## src/rtl/mc_mips_core.sv

```systemverilog
// mc_mips_core: multi-cycle MIPS-subset core sharing one valid/ack port for fetch and data.
// Define MC_PORT_IO_EN to map PortIn/PortOut at PORT_ADDR.
module mc_mips_core #(
  parameter logic [31:0] RESET_PC      = 32'h0040_0000,
  parameter int          PORT_IN_WIDTH = 8,
  parameter logic [31:0] PORT_ADDR     = 32'h1001_0024
) (
  input  logic                     clk,
  input  logic                     reset,
  output logic                     mem_req,
  output logic                     mem_we,
  output logic [31:0]              mem_addr,
  output logic [31:0]              mem_wdata,
  input  logic [31:0]              mem_rdata,
  input  logic                     mem_ack,
  input  logic [PORT_IN_WIDTH-1:0] PortIn,
  output logic [31:0]              PortOut,
  output logic [31:0]              ALUResultOut,
  output logic                     instr_retired,
  output logic                     illegal_op
);

  localparam logic [2:0] S_FETCH = 3'd0, S_DECODE = 3'd1, S_EXECUTE = 3'd2, S_MEM = 3'd3, S_WB = 3'd4;

  localparam logic [5:0] OP_R = 6'h00, OP_J = 6'h02, OP_JAL = 6'h03, OP_BEQ = 6'h04, OP_BNE = 6'h05;
  localparam logic [5:0] OP_ADDI = 6'h08, OP_ORI = 6'h0d, OP_LUI = 6'h0f, OP_LW = 6'h23, OP_SW = 6'h2b;
  localparam logic [5:0] F_SLL = 6'h00, F_SRL = 6'h02, F_JR = 6'h08, F_ADD = 6'h20, F_SUB = 6'h22;
  localparam logic [5:0] F_AND = 6'h24, F_OR = 6'h25, F_NOR = 6'h27;

  function automatic logic [31:0] alu_f(input logic [5:0] op, input logic [5:0] fn,
                                        input logic [4:0] sh, input logic [31:0] a,
                                        input logic [31:0] b, input logic [31:0] imm_s,
                                        input logic [15:0] imm);
    logic [31:0] r;
    r = a + imm_s;
    case (op)
      OP_R: begin
        case (fn)
          F_ADD:   r = a + b;
          F_SUB:   r = a - b;
          F_AND:   r = a & b;
          F_OR:    r = a | b;
          F_NOR:   r = ~(a | b);
          F_SLL:   r = b << sh;
          F_SRL:   r = b >> sh;
          default: r = a;
        endcase
      end
      OP_ORI:         r = a | {16'h0000, imm};
      OP_LUI:         r = {imm, 16'h0000};
      OP_BEQ, OP_BNE: r = a - b;
      default:        r = a + imm_s;
    endcase
    return r;
  endfunction

  logic [2:0]  state_q, state_d;
  logic [31:0] pc_q, pc_d, ir_q, ir_d, a_q, a_d, b_q, b_d;
  logic [31:0] alu_q, alu_d, mdr_q, mdr_d, port_out_q, port_out_d;
  logic [31:0] rf_q [32];
  logic        rf_we, retire, legal;
  logic [4:0]  rf_waddr;
  logic [31:0] rf_wdata;

  logic [5:0]         opcode, funct;
  logic [4:0]         rs, rt, rd, shamt;
  logic [15:0]        imm16;
  logic signed [31:0] simm;
  logic               is_rtype, is_beq, is_bne, is_j, is_jal, is_jr, is_lw, is_sw;
  logic               port_lw, port_sw;
  logic [31:0]        port_in_ext;

  assign opcode   = ir_q[31:26];
  assign rs       = ir_q[25:21];
  assign rt       = ir_q[20:16];
  assign rd       = ir_q[15:11];
  assign shamt    = ir_q[10:6];
  assign funct    = ir_q[5:0];
  assign imm16    = ir_q[15:0];
  assign simm     = {{16{imm16[15]}}, imm16};
  assign is_rtype = (opcode == OP_R);
  assign is_beq   = (opcode == OP_BEQ);
  assign is_bne   = (opcode == OP_BNE);
  assign is_j     = (opcode == OP_J);
  assign is_jal   = (opcode == OP_JAL);
  assign is_jr    = is_rtype && (funct == F_JR);
  assign is_lw    = (opcode == OP_LW);
  assign is_sw    = (opcode == OP_SW);

`ifdef MC_PORT_IO_EN
  logic port_hit;
  assign port_hit    = ({alu_q[31:2], 2'b00} == PORT_ADDR);
  assign port_lw     = is_lw && port_hit;
  assign port_sw     = is_sw && port_hit;
  assign port_in_ext = 32'(PortIn);
`else
  logic unused_port;
  assign unused_port = ^{PortIn, PORT_ADDR};
  assign port_lw     = 1'b0;
  assign port_sw     = 1'b0;
  assign port_in_ext = '0;
`endif

  always_comb begin
    legal = 1'b0;
    case (opcode)
      OP_R:    legal = funct inside {F_ADD, F_SUB, F_AND, F_OR, F_NOR, F_SLL, F_SRL, F_JR};
      OP_ADDI, OP_ORI, OP_LUI, OP_BEQ, OP_BNE, OP_LW, OP_SW, OP_J, OP_JAL: legal = 1'b1;
      default: legal = 1'b0;
    endcase
  end

  // Reset forces the port idle combinationally so an aborted store never reaches memory.
  assign mem_req   = !reset && ((state_q == S_FETCH) || ((state_q == S_MEM) && !port_lw));
  assign mem_we    = !reset && (state_q == S_MEM) && is_sw;
  assign mem_addr  = (state_q == S_FETCH) ? pc_q : {alu_q[31:2], 2'b00};
  assign mem_wdata = b_q;

  assign instr_retired = retire && !reset;
  assign illegal_op    = !reset && (state_q == S_DECODE) && !legal;
  assign PortOut       = port_out_q;
  assign ALUResultOut  = alu_q;

  always_comb begin
    state_d    = state_q;
    pc_d       = pc_q;
    ir_d       = ir_q;
    a_d        = a_q;
    b_d        = b_q;
    alu_d      = alu_q;
    mdr_d      = mdr_q;
    port_out_d = port_out_q;
    rf_we      = 1'b0;
    rf_waddr   = 5'd0;
    rf_wdata   = 32'd0;
    retire     = 1'b0;
    case (state_q)
      S_FETCH: begin
        if (mem_req && mem_ack) begin
          ir_d    = mem_rdata;
          pc_d    = pc_q + 32'd4;
          state_d = S_DECODE;
        end
      end
      S_DECODE: begin
        a_d = rf_q[rs];
        b_d = rf_q[rt];
        if (legal) begin
          state_d = S_EXECUTE;
        end else begin
          state_d = S_FETCH;
          retire  = 1'b1;
        end
      end
      S_EXECUTE: begin
        alu_d   = alu_f(opcode, funct, shamt, a_q, b_q, $unsigned(simm), imm16);
        state_d = S_WB;
        // pc_q already holds PC+4 here, so branch targets and the link value build on it.
        if (is_beq || is_bne) begin
          state_d = S_FETCH;
          retire  = 1'b1;
          if ((a_q == b_q) == is_beq) pc_d = pc_q + $unsigned(simm <<< 2);
        end else if (is_j || is_jal) begin
          state_d = S_FETCH;
          retire  = 1'b1;
          pc_d    = {pc_q[31:28], ir_q[25:0], 2'b00};
          if (is_jal) begin
            rf_we    = 1'b1;
            rf_waddr = 5'd31;
            rf_wdata = pc_q;
          end
        end else if (is_jr) begin
          state_d = S_FETCH;
          retire  = 1'b1;
          pc_d    = a_q;
        end else if (is_lw || is_sw) begin
          state_d = S_MEM;
        end
      end
      S_MEM: begin
        if (port_lw) begin
          mdr_d   = port_in_ext;
          state_d = S_WB;
        end else if (mem_req && mem_ack) begin
          if (is_sw) begin
            state_d = S_FETCH;
            retire  = 1'b1;
            if (port_sw) port_out_d = b_q;
          end else begin
            mdr_d   = mem_rdata;
            state_d = S_WB;
          end
        end
      end
      S_WB: begin
        rf_we    = 1'b1;
        rf_waddr = is_rtype ? rd : rt;
        rf_wdata = is_lw ? mdr_q : alu_q;
        retire   = 1'b1;
        state_d  = S_FETCH;
      end
      default: state_d = S_FETCH;
    endcase
  end

  always_ff @(posedge clk) begin
    if (reset) begin
      state_q    <= S_FETCH;
      pc_q       <= RESET_PC;
      ir_q       <= '0;
      a_q        <= '0;
      b_q        <= '0;
      alu_q      <= '0;
      mdr_q      <= '0;
      port_out_q <= '0;
      for (int i = 0; i < 32; i++) rf_q[i] <= '0;
    end else begin
      state_q    <= state_d;
      pc_q       <= pc_d;
      ir_q       <= ir_d;
      a_q        <= a_d;
      b_q        <= b_d;
      alu_q      <= alu_d;
      mdr_q      <= mdr_d;
      port_out_q <= port_out_d;
      if (rf_we && (rf_waddr != 5'd0)) rf_q[rf_waddr] <= rf_wdata;
    end
  end

endmodule

```

## config.mk

```make
export PLATFORM = sky130hd
export DESIGN_NAME = mc_mips_core
export DESIGN_NICKNAME = d
export VERILOG_FILES = /design/src/rtl/mc_mips_core.sv
export SDC_FILE = /design/constraint.sdc
export NUM_CORES = 2
export LEC_CHECK = 0
export CELL_PAD_IN_SITES_DETAIL_PLACEMENT = 0
export CELL_PAD_IN_SITES_GLOBAL_PLACEMENT = 1
export CORE_ASPECT_RATIO = 0.8
export CORE_UTILIZATION = 50
export CTS_CLUSTER_SIZE = 25
export DETAILED_ROUTE_END_ITERATION = 6
export PLACE_DENSITY = 0.77
export SETUP_SLACK_MARGIN = 0.2
export SLEW_MARGIN = 20
export SYNTH_ARGS = -nofsm -noshare
export SYNTH_HDL_FRONTEND = slang
export SYNTH_SLANG_ARGS = --single-unit
```

## constraint.sdc

```tcl
create_clock -name clk -period 4.4 [get_ports clk]
set_clock_uncertainty 0.15 [all_clocks]
set_input_delay 0.44 -clock clk [delete_from_list [all_inputs] [get_ports clk]]
set_output_delay 0.44 -clock clk [all_outputs]
set_load 0.005 [all_outputs]
```

=== After elaboration in Yosys (flattened, before gate mapping) ===
Memory sizes are Yosys's and may differ from the RTL's. A register that Yosys moved wholly into a read port is not among the register bits.
Index checks and enable logic that the tools add are counted.

* Mux-type cells: 48
* Eq/ne operators: 28
* Bitwise gates (word level): 5
* Shift-type cells: 2
* Multipliers: 0
* Div/mod/pow operators: 0
* Reductions and logical operators: 29
* $lt $le $gt $ge: 0
* Add/subtract/negate cells: 5

{| class="wikitable"
|+ Operators by type and width
! kind !! number
|-
| $mux W32 || 11
|-
| $pmux W32 S7 || 1
|-
| $pmux W32 S2 || 2
|-
| $pmux W32 S4 || 1
|-
| $add A32 B32 Y32 || 3
|-
| $eq A6 B6 Y1 const B || 7
|-
| $add A32 B3 Y32 const B || 1
|-
| $and A32 B32 Y32 || 1
|-
| $eq A32 B32 Y1 || 1
|-
| $not A32 Y32 || 1
|-
| $or A32 B16 Y32 || 1
|-
| $or A32 B32 Y32 || 1
|-
| $reduce_or A32 Y1 || 1
|-
| $shl A32 B5 Y32 || 1
|-
| $shr A32 B5 Y32 || 1
|-
| $sub A32 B32 Y32 || 1
|-
| $mux W5 || 5
|-
| $eq A6 B4 Y1 const B || 4
|-
| $mux W3 || 7
|-
| $eq A6 B2 Y1 const B || 3
|-
| $mux W1 || 15
|-
| $eq A6 B3 Y1 const B || 2
|-
| $logic_not A6 Y1 || 2
|-
| $pmux W3 S4 || 1
|-
| 25 further kinds || 43
|}

* Memory bits (writable): 1024
* Word-level logic and storage cells: 124
* Flip-flop bits (word level): 131
* ROM bits: 0
* Latch bits: 0
* Memories: 1
* Output and inout port bits: 132

{| class="wikitable"
|+ Memory list
! name !! words !! width !! read ports !! clocked after Yosys merged registers in !! wr ports !! RTL line !! text
|-
| rf_q || 32 || 32 || 2 || 2 || 32 || 60 || <nowiki>logic [31:0] rf_q [32];</nowiki>
|}

=== Depth between registers and ports, before layout ===
* Depth after elaboration: 12
* Depth in mapped cells: 15

=== Worst setup path before layout ===
Ideal clock, no wire load.

* Path type: register to register
* Start: reg ir_q[29]
* End: mem rf_q[1][0] (enable)
* Arrival time: 3487 ps
* Library setup time: 389 ps
* Data required time: 3861 ps
* Cell stages (with the launch flop): 11
* Path slack: 374 ps
* Buffers on the path: 2
* Cell sequence: dfxtp_1 -> buf_2 -> or3_4 -> nor4_4 -> mux2i_1 -> nor2_1 -> or2_2 -> nor3_1 -> nand2_1 -> clkbuf_1 -> nand2_1

{| class="wikitable"
|+ RTL lines
! what !! RTL line !! text
|-
| from (decl) || 58 || <nowiki>logic [31:0] pc_q, pc_d, ir_q, ir_d, a_q, a_d, b_q, b_d;</nowiki>
|-
| from (signal assigned) || 220 || <nowiki>ir_q <= ir_d;</nowiki>
|-
| to (decl) || 60 ||
|}

=== Worst setup path in the final report ===
* Start: reg b_q[22], in the netlist mem_wdata[22] (read register of rf_q)
* End: reg pc_q[15]

* Word-level cells in the longest chain between the ends: 4

{| class="wikitable"
|+ RTL lines
! what !! RTL line !! text
|-
| from (decl) || 58 ||
|-
| $eq A32 B32 Y1 || 162 || <nowiki>if ((a_q == b_q) == is_beq) pc_d = pc_q + $unsigned(simm <<< 2);</nowiki>
|-
| $eq A1 B1 Y1 || 162 ||
|-
| $ne A3 B3 Y1 (no source line) || - ||
|-
| $reduce_and A4 Y1 (no source line) || - ||
|-
| to (signal assigned) || 219 || <nowiki>pc_q <= pc_d;</nowiki>
|-
| to (decl) || 58 ||
|}

No other way between the ends.
A chain may end at the register's enable or synchronous reset.

==> flow_summary_export.csv <==
group,metric,value,unit
clock_tree,clockBufferDepth,3,
place,place.gp.congestion,1.01,
logic_synthesis,synthTopCellsByCount,"1314 x nor2_1, 1024 x edfxtp_1, 686 x mux4_2",
place,post-place-ws,0.369,ns
logic_synthesis,synthCells,6225,
floorplan,rows,125,
floorplan,die_h,345,um
place,place_hpwl,199,mm
clock_tree,htreeDepth,4,
setup_path,startpoint_type,"flip-flop",
pwr,cellLeakagePower,27.5,nW
outcome,status,"complete, but fails checks",
sta,timing_hold_violations_final,0,
logic_synthesis,synth_ff_type,"edfxtp_1",
setup_path,rrSetupSlack,0.37,ns
logic_synthesis,synth_area_leaders,"edfxtp_1 42%, mux4_2 21%, nor2_1 6.7%",
clock_tree,cts_buffers,132,
sta,worst_pin_slew,1.18,ns
sta,max_slew_margin,0.215,
sta,rsz0062_at_grt,"false",
clock_tree,clock-root-buffer,"clkbuf_16",
pwr,power.density,374,mW/mm^2
logic_synthesis,synth_area,0.0735,mm^2
hold_path,min_from,"mem_rdata[24]",
setup_path,cp.arrival,4.60,ns
place,portBuffers,134,
job,cap_violations,0,
cells_and_area,final_nets,6604,
drt,routed_wl,293,mm
clock_tree,clk_pin_slew_worst_paths,0.07,ns
drt,drc,3,
logic_synthesis,yosys_warnings,0,
grt,grt_pass1_vias,55132,
grt,grt_pass1_wl,409,mm
hold_path,hold_path_depth,3,
grt,antenna_found_initial,7,
cells_and_area,layout-drive-gt1-share,0.235,
drt,wl_per_cell,34.7,um
sta,timing.final.crit_share,0.916,
grt,grt_usage,0.393,
sta,layout_min_cycle_time,4.03,ns
drt,drt_first_pass_iters,7,
sta,fmax,248,MHz
floorplan,design.core.area,0.146,mm^2
setup_path,r2r_start,"mem_wdata[22]$_SDFFE_PP0P_",
logic_synthesis,yosys.area.top_type_share,0.418,
hold_path,min_to,"ir_q[24]$_SDFFE_PP0P_",
logic_synthesis,synth-async-reset-ratio,0,
setup_path,worstPathMaxFanout,7,
logic_synthesis,synth_seq_cells,1219,
sta,setup_viol,0,
logic_synthesis,synth-seq-area-share,0.471,
drt,drt_iter0_drc,8558,
logic_synthesis,yosys.area.top_type,"edfxtp_1",
setup_path,r2r_end,"pc_q[15]$_SDFFE_PP0P_",
clock_tree,tritoncts,"yes",
pwr,finalPower,31.4,mW
floorplan,die_area,0.149,mm^2
setup_path,path_class,"flip-flop to flip-flop",
floorplan,start_util,0.505,
logic_synthesis,synth_edf_count,1024,
sta,fin_setup_tns,0,ns
drt,ant_nets,0,
outcome,violations,"DRC",
floorplan,pin_count,175,
logic_synthesis,synth.most_common_cell,"nor2_1",
sta,slew_violations,0,
setup_path,cp.required,4.97,ns
grt,grt_overflow,0,
setup_path,cp-end-kind,"flip-flop",
logic_synthesis,ys_types,92,
hold_path,hold_class,"input port to flip-flop",
logic_synthesis,postSynthAreaPerCell,11.8,um^2
clock_tree,worstSkewPairLatency,0.82,ns
floorplan,die_x,431,um
cells_and_area,area_delta_synth_final,14.4,%
sta,finalWorstSetupSlack,0.369,ns
drt,viasPerCell,6.79,
grt,grt_start_max_net_pins,141,
drt,vias,57409,
clock_tree,cts_sinks,1219,
setup_path,reg2regPathDepth,11,
pwr,peakVddDrop,0.417,mV
==> power breakdown <==
group	switching [mW]	internal, mW
Combinational	4.09	2.51
Clock	4.98	6.56
Sequential	0.360	12.9
Total	9.43	22.0
==> cells by family (layout without fill, tap and decap cells) <==
logic type               after synthesis  count (layout)  synth area share
flip-flops                          1219            1219             0.471
adder cells (fa/ha/maj)              183             183            0.0316
AO/OA/AOI/OAI                       1067            1067            0.0918
XOR/XNOR                             133             133            0.0158
other                                  1              65         0.0000510
buffers and inverters                742             935            0.0408
multiplexers                         871             871             0.236
AND/OR/NAND/NOR                     2009            2009             0.112
==> layout by cell type, fill, tap and decap left out, drive strengths merged, types with 33 or more instances in the layout <==
cell type	n
nand3	38
a21o	37
a31oi	33
clkinv	55
dfxtp	195
ha	179
a22oi	43
mux2	41
clkbuf	167
conb	64
mux4	686
a211oi	125
xnor2	103
o221ai	36
edfxtp	1024
o21ai	202
nor2	1317
clkdlybuf4s50	132
a21oi	374
nor3	68
mux2i	144
inv	132
o211ai	36
nand2	415
buf	433
==> area by class of cell <==
cell class | count | area, um^2
multi-input combinational | 4327 | 36600
sequential | 1219 | 34700
clock buffer | 167 | 3570
timing repair buffer | 567 | 5420
inverter | 131 | 492
clock inverter | 70 | 811
fill | 11818 | 61600
tap | 1968 | 2460
antenna | 1 | 2.50
==> through the flow <==
step                hold slack, ns  cells  instance area (um^2)   util
global route                0.0499   8449                 84100  0.577
global placement             0.292   8200                 79400  0.545
finish                      0.0504   8450                 84100  0.577
detailed placement           0.297   8200                 79400  0.545
CTS                         0.0115   8442                 83900  0.576
floorplan                    0.287   6288                 73700      -
==> repair_timing <==
action | in CTS | in global routing
endpoints found under the hold margin | 31 | 0
resized for setup | 4 | 9
setup endpoints to repair | 2 | 198
setup buffers | 4 | 2
hold buffers | 1 | 0
pin swaps | 3 | 2
==> registers in the layout (all words and copies together) (netlist names) <==
register      flops
ALUResultOut     32
a_q              32
ir_q             32
mdr_q            32
mem_wdata        32
pc_q             32
rf_q           1024
state_q           3
==> per-layer routing <==
metal  share of wire  vias up  track usage
met5          0.0013        -       0.0101
met4           0.061        8        0.214
met2            0.45     4106        0.607
met3            0.13      749        0.111
met1            0.36    28844        0.503
li1                -    23702            -
==> worst max-delay path, cell delays in order, from the launching register on <==
cell	delay, ns
dfxtp_1	0.34
inv_1	0.07
ha_1	0.41
or2_2	0.38
or4_4	0.56
nor4_4	0.55
xor2_1	0.15
a31oi_2	0.40
nand2_2	0.20
nor2_1	0.34
o211ai_1	0.20
a31oi_1	0.21
==> worst max-delay path by stage <==
stage,startpoint,to,slack [ns]
floorplan,ir_q[29]$_SDFFE_PP0P_,rf_q[1][0]$_SDFFCE_PN0P_,0.37
global placement,a_q[0]$_SDFFE_PP0P_,ALUResultOut[26]$_SDFFE_PP0P_,0.42
detailed placement,ir_q[31]$_SDFFE_PP0P_,rf_q[20][5]$_SDFFCE_PN0P_,0.37
CTS,ir_q[31]$_SDFFE_PP0P_,rf_q[20][5]$_SDFFCE_PN0P_,0.22
global route,mem_wdata[8]$_SDFFE_PP0P_,ALUResultOut[26]$_SDFFE_PP0P_,0.24
finish,mem_wdata[22]$_SDFFE_PP0P_,pc_q[15]$_SDFFE_PP0P_,0.37
(Power assumes the default switching activity.)
